`src/rtl/xfer2ringbuf_nch_pkg.sv`:
```
// Shared types and helpers for the multi-channel FIFO-to-ring-buffer transfer stage.
package xfer2ringbuf_nch_pkg;

  typedef enum logic [2:0] {
    ST_IDLE  = 3'd0,
    ST_ARM   = 3'd1,
    ST_XFER  = 3'd2,
    ST_DRAIN = 3'd3,
    ST_DONE  = 3'd4
  } seq_state_e;

  localparam int CNT_W      = 8;
  localparam int DRAIN_W    = 3;
  localparam int UNDERRUN_W = 16;

  function automatic int chan_width(input int n);
    return (n > 1) ? $clog2(n) : 1;
  endfunction

endpackage

```
`src/rtl/xfer2ringbuf_nch_seq.sv`:
```
// Event sequencer: walks the captured channel mask lowest bit first and issues
// NSAMP read requests per channel, pausing whenever the ring buffer is almost full.
module xfer2ringbuf_nch_seq
  import xfer2ringbuf_nch_pkg::*;
#(
  parameter int NCHAN  = 16,
  parameter int NSAMP  = 8,
  parameter int RD_LAT = 1,
  parameter int CHW    = 4
) (
  input  logic             clk,
  input  logic             rst,
  input  logic             jtag_mode,
  input  logic             rdy,
  input  logic             rb_full,
  input  logic [NCHAN-1:0] chan_mask,
  output logic             re,
  output logic [CHW-1:0]   chan,
  output logic             busy,
  output logic             done
);

  localparam logic [CNT_W-1:0]   LAST_SAMP = CNT_W'(NSAMP - 1);
  localparam logic [DRAIN_W-1:0] DRAIN_LEN = DRAIN_W'(RD_LAT + 1);
  localparam logic [NCHAN-1:0]   ONE       = NCHAN'(1);

  seq_state_e           state_q, state_d;
  logic [NCHAN-1:0]     mask_q, mask_d;
  logic [CNT_W-1:0]     cnt_q, cnt_d;
  logic [DRAIN_W-1:0]   drain_q, drain_d;
  logic [NCHAN-1:0]     mask_clr;

  always_comb begin
    chan = '0;
    for (int i = NCHAN - 1; i >= 0; i--) begin
      if (mask_q[i]) chan = CHW'(i);
    end
  end

  always_comb begin
    state_d  = state_q;
    mask_d   = mask_q;
    cnt_d    = cnt_q;
    drain_d  = drain_q;
    re       = 1'b0;
    mask_clr = mask_q & ~(ONE << chan);
    case (state_q)
      ST_IDLE: begin
        if (rdy && !jtag_mode) begin
          state_d = ST_ARM;
          mask_d  = chan_mask;
          cnt_d   = '0;
        end
      end
      ST_ARM: begin
        state_d = (mask_q == '0) ? ST_DONE : ST_XFER;
      end
      ST_XFER: begin
        re = !rb_full && !jtag_mode;
        if (re) begin
          if (cnt_q == LAST_SAMP) begin
            cnt_d  = '0;
            mask_d = mask_clr;
            if (mask_clr == '0) begin
              state_d = ST_DRAIN;
              drain_d = DRAIN_LEN;
            end
          end else begin
            cnt_d = cnt_q + CNT_W'(1);
          end
        end
      end
      ST_DRAIN: begin
        // Fixed wait long enough for the last request to reach WREN.
        if (drain_q == '0) state_d = ST_DONE;
        else               drain_d = drain_q - DRAIN_W'(1);
      end
      ST_DONE: begin
        state_d = ST_IDLE;
      end
      default: begin
        state_d = ST_IDLE;
      end
    endcase
    if (jtag_mode) state_d = ST_IDLE;
  end

  always_ff @(posedge clk) begin
    if (rst) begin
      state_q <= ST_IDLE;
      mask_q  <= '0;
      cnt_q   <= '0;
      drain_q <= '0;
    end else begin
      state_q <= state_d;
      mask_q  <= mask_d;
      cnt_q   <= cnt_d;
      drain_q <= drain_d;
    end
  end

  assign busy = (state_q != ST_IDLE);
  assign done = (state_q == ST_DONE);

endmodule

```
`src/rtl/xfer2ringbuf_nch.sv`:
```
// Multi-channel transfer stage: reads enabled channel FIFOs in ascending order and
// streams the samples into the ring buffer, with backpressure, underrun count and JTAG override.
module xfer2ringbuf_nch
  import xfer2ringbuf_nch_pkg::*;
#(
  parameter  int NCHAN  = 16,
  parameter  int DW     = 12,
  parameter  int NSAMP  = 8,
  parameter  int RD_LAT = 1,
  localparam int CHW    = chan_width(NCHAN)
) (
  input  logic                  CLK,
  input  logic                  RST,
  input  logic                  JTAG_MODE,
  input  logic                  J_RD_FIFO,
  input  logic [NCHAN-1:0]      CHAN_MASK,
  input  logic [NCHAN*DW-1:0]   DIN,
  input  logic                  RDY,
  input  logic [NCHAN-1:0]      F_MT,
  input  logic                  RB_FULL,
  output logic [NCHAN-1:0]      RD_ENA,
  output logic                  L1A_RD_EN,
  output logic                  WREN,
  output logic [DW-1:0]         DMUX,
  output logic [CHW-1:0]        DCHAN,
  output logic                  BUSY,
  output logic [UNDERRUN_W-1:0] UNDERRUN_CNT
);

  localparam int               PD  = RD_LAT + 1;
  localparam logic [NCHAN-1:0] ONE = NCHAN'(1);
  localparam logic [UNDERRUN_W-1:0] UNDERRUN_MAX = '1;

  logic                  re;
  logic [CHW-1:0]        chan;

  logic [NCHAN-1:0]      rd_ena_q, rd_ena_d;
  logic [PD-1:0]         vld_q, vld_d;
  logic [CHW-1:0]        pch_q [PD];
  logic [CHW-1:0]        pch_d [PD];
  logic                  wren_q, wren_d;
  logic [DW-1:0]         dmux_q, dmux_d;
  logic [CHW-1:0]        dchan_q, dchan_d;
  logic [UNDERRUN_W-1:0] underrun_q, underrun_d;

  xfer2ringbuf_nch_seq #(
    .NCHAN  (NCHAN),
    .NSAMP  (NSAMP),
    .RD_LAT (RD_LAT),
    .CHW    (CHW)
  ) u_seq (
    .clk       (CLK),
    .rst       (RST),
    .jtag_mode (JTAG_MODE),
    .rdy       (RDY),
    .rb_full   (RB_FULL),
    .chan_mask (CHAN_MASK),
    .re        (re),
    .chan      (chan),
    .busy      (BUSY),
    .done      (L1A_RD_EN)
  );

  // The channel index rides alongside each valid bit so a word is always
  // muxed from the FIFO that was actually read, even across channel switches.
  always_comb begin
    rd_ena_d = '0;
    if (JTAG_MODE)  rd_ena_d = {NCHAN{J_RD_FIFO}};
    else if (re)    rd_ena_d = ONE << chan;

    vld_d[0] = re;
    pch_d[0] = chan;
    for (int i = 1; i < PD; i++) begin
      vld_d[i] = vld_q[i-1];
      pch_d[i] = pch_q[i-1];
    end
    if (JTAG_MODE) vld_d = '0;

    wren_d  = vld_q[PD-1] && !JTAG_MODE;
    dmux_d  = dmux_q;
    dchan_d = dchan_q;
    if (vld_q[PD-1]) begin
      dmux_d  = DIN[pch_q[PD-1]*DW +: DW];
      dchan_d = pch_q[PD-1];
    end

    underrun_d = underrun_q;
    if (re && F_MT[chan] && (underrun_q != UNDERRUN_MAX)) begin
      underrun_d = underrun_q + UNDERRUN_W'(1);
    end
  end

  always_ff @(posedge CLK) begin
    if (RST) begin
      rd_ena_q   <= '0;
      vld_q      <= '0;
      for (int i = 0; i < PD; i++) pch_q[i] <= '0;
      wren_q     <= 1'b0;
      dmux_q     <= '0;
      dchan_q    <= '0;
      underrun_q <= '0;
    end else begin
      rd_ena_q   <= rd_ena_d;
      vld_q      <= vld_d;
      for (int i = 0; i < PD; i++) pch_q[i] <= pch_d[i];
      wren_q     <= wren_d;
      dmux_q     <= dmux_d;
      dchan_q    <= dchan_d;
      underrun_q <= underrun_d;
    end
  end

  assign RD_ENA       = rd_ena_q;
  assign WREN         = wren_q;
  assign DMUX         = dmux_q;
  assign DCHAN        = dchan_q;
  assign UNDERRUN_CNT = underrun_q;

endmodule

```
`config.mk`:
```
export PLATFORM = sky130hd
export DESIGN_NAME = xfer2ringbuf_nch
export DESIGN_NICKNAME = d
export VERILOG_FILES = /design/src/rtl/xfer2ringbuf_nch_pkg.sv /design/src/rtl/xfer2ringbuf_nch_seq.sv /design/src/rtl/xfer2ringbuf_nch.sv
export SDC_FILE = /design/constraint.sdc
export NUM_CORES = 1
export LEC_CHECK = 0
export BUFFER_PORTS_ARGS = -buffer_cell sky130_fd_sc_hd__buf_2
export CORE_UTILIZATION = 51
export CTS_BUF_LIST = sky130_fd_sc_hd__clkbuf_16
export CTS_CLUSTER_SIZE = 10
export DETAILED_ROUTE_END_ITERATION = 6
export HOLD_SLACK_MARGIN = 0.06
export PLACE_DENSITY = 0.95
export SETUP_SLACK_MARGIN = 0.15
export SYNTH_ARGS = -nofsm -noshare
export SYNTH_HDL_FRONTEND = slang
export SYNTH_SLANG_ARGS = --single-unit
```
`constraint.sdc`:
```
create_clock -name CLK -period 5.6 [get_ports CLK]
set_clock_uncertainty 0.15 [all_clocks]
set_input_delay 0.28 -clock CLK [delete_from_list [all_inputs] [get_ports CLK]]
set_output_delay 0.28 -clock CLK [all_outputs]
set_load 0.02 [all_outputs]
```
==> results of run 1 <==
==> worst max-delay path: stages (launching register included) <==
cell and delay (ps):
dfxtp_1 510, or3b_1 640, or3_4 450, a311oi_2 240, o221ai_1 150, a32o_1 520
nor4_1 410, mux2_2 380
==> path summary, 6_finish.rpt <==
kind,slack (ps),start,endpoint
max,2040,u_seq.state_q[1]$_SDFFE_PP0P_,UNDERRUN_CNT[7]$_SDFFE_PP0P_
max reg2reg,2040,u_seq.state_q[1]$_SDFFE_PP0P_,UNDERRUN_CNT[7]$_SDFFE_PP0P_
min,60,CHAN_MASK[3],u_seq.mask_q[3]$_SDFFE_PP0P_
min reg2reg,290,pch_q[0][0]$_SDFF_PP0_,pch_q[0][4]$_SDFF_PP0_
==> kinds of logic after synthesis <==
kind of cell	share of synthesized area
xor gates and xnor gates	0.00305
adders and majority gates	0.00871
and+or+nand+nor	0.200
AOI/OAI and AO/OA	0.153
muxes	0.288
DFF	0.310
buffers and inverters	0.0368
==> state kept, by name (all words and copies together), names as in the netlist <==
signal         count
u_seq.drain_q      3
DMUX              12
pch_q              8
DCHAN              4
u_seq.state_q      3
u_seq.cnt_q        8
vld_q              2
RD_ENA            16
u_seq.mask_q      16
WREN               1
UNDERRUN_CNT      16
==> stage by stage <==
step / power (W) / instance area (µm²) / utilization / hold WS [ps]
floorplan: 0.000947 / 5740 / - / 220
global route: 0.00178 / 7570 / 0.695 / 68.0
global placement: 0.00110 / 7180 / 0.659 / 259
finish: 0.00171 / 7570 / 0.695 / 56.4
detailed placement: 0.00110 / 7180 / 0.659 / 278
CTS: 0.00170 / 7560 / 0.694 / 63.0
==> where the power goes <==
part           internal (W)  total, W  leakage (nW)  switching [W]
clock network      0.000346  0.000607         0.143       0.000261
logic              0.000216  0.000410          2.26       0.000194
registers          0.000649  0.000695         0.723      0.0000455
==> what timing repair did <==
item	CTS	global route
endpoints found under the hold margin	9	0
hold buffers	9	0
buffers inserted	0	0
==> area by class of cell <==
cell class                 count  area share
inverter                       9     0.00446
clock buffer                   9      0.0298
clock inverter                 7     0.00926
timing repair buffer         292       0.200
sequential                    89       0.236
tap                          140      0.0231
multi-input combinational    450       0.496
antenna                        3    0.000992
==> synth_stat cells (9+ instances only) <==
cell	count
clkbuf_1	25
nand2b_1	10
nor2b_1	16
a31oi_1	9
nor4_1	9
dfxtp_1	89
nand2_1	38
o21ai_0	38
nand3_1	17
nor3_1	12
mux2i_1	17
mux4_2	60
nor2_1	70
mux2_2	12
inv_1	9
a21oi_1	33
==> metal layers <==
metal	vias up	global-route usage	wire length, µm
met4	0	0.159	823
met3	75	0.0868	2190
li1	2808	-	-
met1	2966	0.441	7980
met2	378	0.600	10300
met5	-	0	0
==> results.json, run 1 <==
{
  "status": "completed",
  "rr_worst_depth": 7,
  "numCtsBuffers": 9,
  "fmax_mhz": 281,
  "period_share": 0.636,
  "cts-root-buf": "clkbuf_16",
  "viasPerCell": 6.23,
  "tns_ps": 0,
  "layout_commonest_cell": "buf_2",
  "dpl_worst_slack_ps": 2110,
  "cts_resized": 0,
  "grt_start_max_net_pins": 50,
  "setup_slack_ps": 2040,
  "maxCapViolCount": 0,
  "synthesis.nets": 824,
  "layout_common_cells": "buf_2 (280), dfxtp_1 (87), nor2_1 (70)",
  "synth-edff-count": 0,
  "fin_crit_ps": 3560,
  "synth_top_area_frac": 0.310,
  "min_path_cells": 3,
  "syn2layout_area_growth_pct": 31.8,
  "syn-cell-area_um2": 5740,
  "critical_path_required_ps": 5680,
  "clk_latency_ps": 340,
  "ys.flop_type": "dfxtp_1",
  "slew-limit-headroom": 0.232,
  "postRouteAntennaNets": 0,
  "gp_congestion": 0.984,
  "dp_hpwl_um": 16800,
  "port_buffers": 280,
  "synthTopCellsByArea": "dfxtp_1 (31%), mux4_2 (24%), nor2_1 (4.6%)",
  "ys_seq_area_frac": 0.310,
  "worstPathMaxFanout": 20,
  "synth.ff_latch_count": 89,
  "synth.avg_cell_area_um2": 9.74,
  "worstMarginPinSlew_ps": 1150,
  "synthArstFlopShare": 0,
  "core_area_um2": 10900,
  "drive_above_1_share": 0.446,
  "setup_viol": 0,
  "start_kind": "flip-flop",
  "drc": 0,
  "fin_cells": 999,
  "n_fill_cell": 863,
  "dieArea_um2": 11700,
  "synth.distinct_cells": 66,
  "seqCellArea_um2": 1790,
  "fin_nets": 1085,
  "grt_pass1_vias": 5945,
  "finalHoldViolations": 0,
  "grt_util_all_layers": 0.360,
  "initial_utilization": 0.528,
  "clkSlewWorstSetupHoldPaths_ps": 70,
  "powerDensity_nw_per_um2": 226,
  "fp-row-count": 38,
  "overflow": 0,
  "hold_path_class": "in2reg",
  "dp_cells": 971,
  "io_pins": 281,
  "synthCells": 590,
  "vias": 6227,
  "drt_wl_total_um": 21300,
  "die_w_um": 108,
  "grt_pass1_wl_um": 31500,
  "multiInputGateArea_um2": 3760,
  "cts_tree": "built",
  "rsz0062_at_grt": "no",
  "crit_path_end_kind": "flip-flop",
  "antenna_found_initial": 3,
  "critical_path_class": "reg2reg",
  "cp.arrival_ps": 3640,
  "synth_top_area_cell": "dfxtp_1",
  "ir_worst_vdd_v": 0.000181,
  "drtIter0Drc": 734,
  "yosysWarnings": 0,
  "clock_sinks": 89,
  "first_pass_iters": 6,
  "wl_per_cell_um": 21.3,
  "htree_num_levels": 3,
  "clockBufferDepth": 2,
  "chipHeight_um": 108,
  "slew_violations": 0,
  "leakage_nw": 3.13
}
Power figures use the tool's default switching activity.
==> run 2, diff against run 1 <==
--- a/config.mk
+++ b/config.mk
@@ -6,12 +6,13 @@
 export NUM_CORES = 1
 export LEC_CHECK = 0
 export BUFFER_PORTS_ARGS = -buffer_cell sky130_fd_sc_hd__buf_2
-export CORE_UTILIZATION = 51
+export CORE_ASPECT_RATIO = 1.1
+export CORE_UTILIZATION = 47
 export CTS_BUF_LIST = sky130_fd_sc_hd__clkbuf_16
 export CTS_CLUSTER_SIZE = 10
 export DETAILED_ROUTE_END_ITERATION = 6
 export HOLD_SLACK_MARGIN = 0.06
-export PLACE_DENSITY = 0.95
+export PLACE_DENSITY = 0.92
 export SETUP_SLACK_MARGIN = 0.15
 export SYNTH_ARGS = -nofsm -noshare
 export SYNTH_HDL_FRONTEND = slang
==> constraint.sdc (replaced) <==
create_clock -name CLK -period 3.4 [get_ports CLK]
set_clock_uncertainty 0.15 [all_clocks]
set_input_delay 0.17 -clock CLK [delete_from_list [all_inputs] [get_ports CLK]]
set_output_delay 0.17 -clock CLK [all_outputs]
set_load 0.02 [all_outputs]
==> run 2 against run 1 <==
Against the previous run:
- first-iteration DRC count decreased by 10%
- sequential power up 61%
- critical path depth increased by 1
- power is 68% higher
- flip-flop and latch count unchanged
- register-to-register slack worse by 1800 ps
- count of clock-buffer cells in the layout stayed put
- cell count is 5.2% higher
- critical path type unchanged
==> results.json, run 2 (same netlist as run 1, synthesis figures left out) <==
{
  "fmax_mhz": 313,
  "path_cells": "or4_1 -> a21o_1 -> and2_4 -> a311oi_2 -> o221ai_1 -> a32o_4 -> nor4_1 -> mux2_2",
  "grt_pass1_vias": 6136,
  "drt_wl_total_um": 22000,
  "finalPower_w": 0.00287,
  "layout_commonest_cell": "buf_2",
  "drc": 0,
  "cp.arrival_ps": 3270,
  "clkSlewWorstSetupHoldPaths_ps": 70,
  "slew-limit-headroom": 0.237,
  "status": "completed",
  "dp_hpwl_um": 17100,
  "port_buffers": 280,
  "fin_crit_ps": 3190,
  "post-route-util": 0.680,
  "finalHoldViolations": 0,
  "cts-root-buf": "clkbuf_16",
  "clockBufferDepth": 2,
  "path_delay_family": "simple AND/OR/NAND/NOR gates",
  "rsz0062_at_grt": "yes",
  "ir_worst_vdd_v": 0.000223,
  "viasPerCell": 6.15,
  "dpl_worst_slack_ps": 111,
  "clock_sinks": 89,
  "fp-row-count": 41,
  "htree_num_levels": 3,
  "grt_util_all_layers": 0.343,
  "leakage_nw": 3.32,
  "period_share": 0.940,
  "dieArea_um2": 12700,
  "grt_pass1_wl_um": 33000,
  "tns_ps": 0,
  "grt_start_max_net_pins": 34,
  "postRouteAntennaNets": 0,
  "numCtsBuffers": 9,
  "syn2layout_area_growth_pct": 38.5,
  "crit_path_end_kind": "flip-flop",
  "antenna_found_initial": 6,
  "chipHeight_um": 118,
  "cts_tree": "built",
  "setup_viol": 0,
  "critical_path_class": "reg2reg",
  "clk_latency_ps": 340,
  "drive_above_1_share": 0.465,
  "critPathMaxStageDelay_ps": 630,
  "gp_congestion": 0.956,
  "initial_utilization": 0.491,
  "layout_common_cells": "buf_2 (280), dfxtp_1 (86), nor2_1 (70)",
  "slowest_stage": "or4_1",
  "start_kind": "flip-flop",
  "first_pass_iters": 6,
  "hold_path_class": "in2reg",
  "critical_path_required_ps": 3480,
  "worstMarginPinSlew_ps": 1140,
  "setup_slack_ps": 205,
  "maxCapViolCount": 0,
  "overflow": 0,
  "n_fill_cell": 935,
  "slew_violations": 0,
  "path_buf_inv": 0,
  "core_area_um2": 11700,
  "powerDensity_nw_per_um2": 361,
  "die_w_um": 107,
  "io_pins": 281,
  "drtIter0Drc": 658,
  "wl_per_cell_um": 20.9,
  "vias": 6459,
  "fin_nets": 1123,
  "worstPathMaxFanout": 20
}
==> run 2: cell types whose count changed in the layout (fill, tap and decap cells not counted), sizes merged <==
cell	previous run	this run
buf	283	311
dlygate4sd3	9	19
diode	3	7
clkinvlp	2	1
bufinv	1	0
inv	12	14
==> run 2: area by class of cell <==
class / count / area [µm²] / share of cell area
multi-input combinational: 450 / 3800 / 0.478
timing repair buffer: 330 / 1840 / 0.231
sequential: 89 / 1790 / 0.225
clock buffer: 9 / 225 / 0.0283
tap: 150 / 188 / 0.0236
clock inverter: 7 / 60.1 / 0.00755
inverter: 9 / 33.8 / 0.00425
antenna: 7 / 17.5 / 0.00220
==> run 2: per-stage QoR <==
step	hold slack (ps)	cells	area, µm²
2_1_floorplan	110	590	5740
3_3_place_gp	258	1006	7380
3_5_place_dp	257	1006	7380
4_1_cts	94.3	1043	7880
5_1_grt	118	1048	7950
6_report	101	1051	7950
==> run 2: timing repair <==
| action | CTS | global route |
|---|---|---|
| buffers inserted | 2 | 1 |
| pin swaps | 1 | 1 |
| hold endpoints to repair | 18 | 0 |
| setup endpoints to repair | 12 | 20 |
| gates resized for setup | 2 | 9 |
| hold buffers | 19 | 0 |
==> run 2: power by group <==
| group | leakage, nW | switching (W) | internal (W) |
|---|---|---|---|
| Clock | 0.138 | 0.000452 | 0.000512 |
| Combinational | 2.46 | 0.000373 | 0.000413 |
| Sequential | 0.724 | 0.0000521 | 0.00107 |
==> run 2: path summary, 6_finish.rpt <==
check / from / end / slack (ps) / depth (start not counted)
setup / recovery: u_seq.mask_q[12]$_SDFFE_PP0P_ / UNDERRUN_CNT[9]$_SDFFE_PP0P_ / 210 / 8
hold reg to reg: pch_q[0][0]$_SDFF_PP0_ / pch_q[0][4]$_SDFF_PP0_ / 290 / 1
hold / removal: RST / u_seq.cnt_q[1]$_SDFFE_PP0P_ / 100 / 2
setup reg to reg: u_seq.mask_q[12]$_SDFFE_PP0P_ / UNDERRUN_CNT[9]$_SDFFE_PP0P_ / 210 / 8
==> run 2: routing by layer <==
metal  part of all wire  global-route usage  up-vias  routed length, µm
met1               0.38               0.431     3046               8430
met3              0.098              0.0797       87               2160
li1                   -                   -     2888                  -
met4              0.054               0.208        2               1190
met2               0.46               0.530      436              10200
met5            0.00036                   0        -                  8
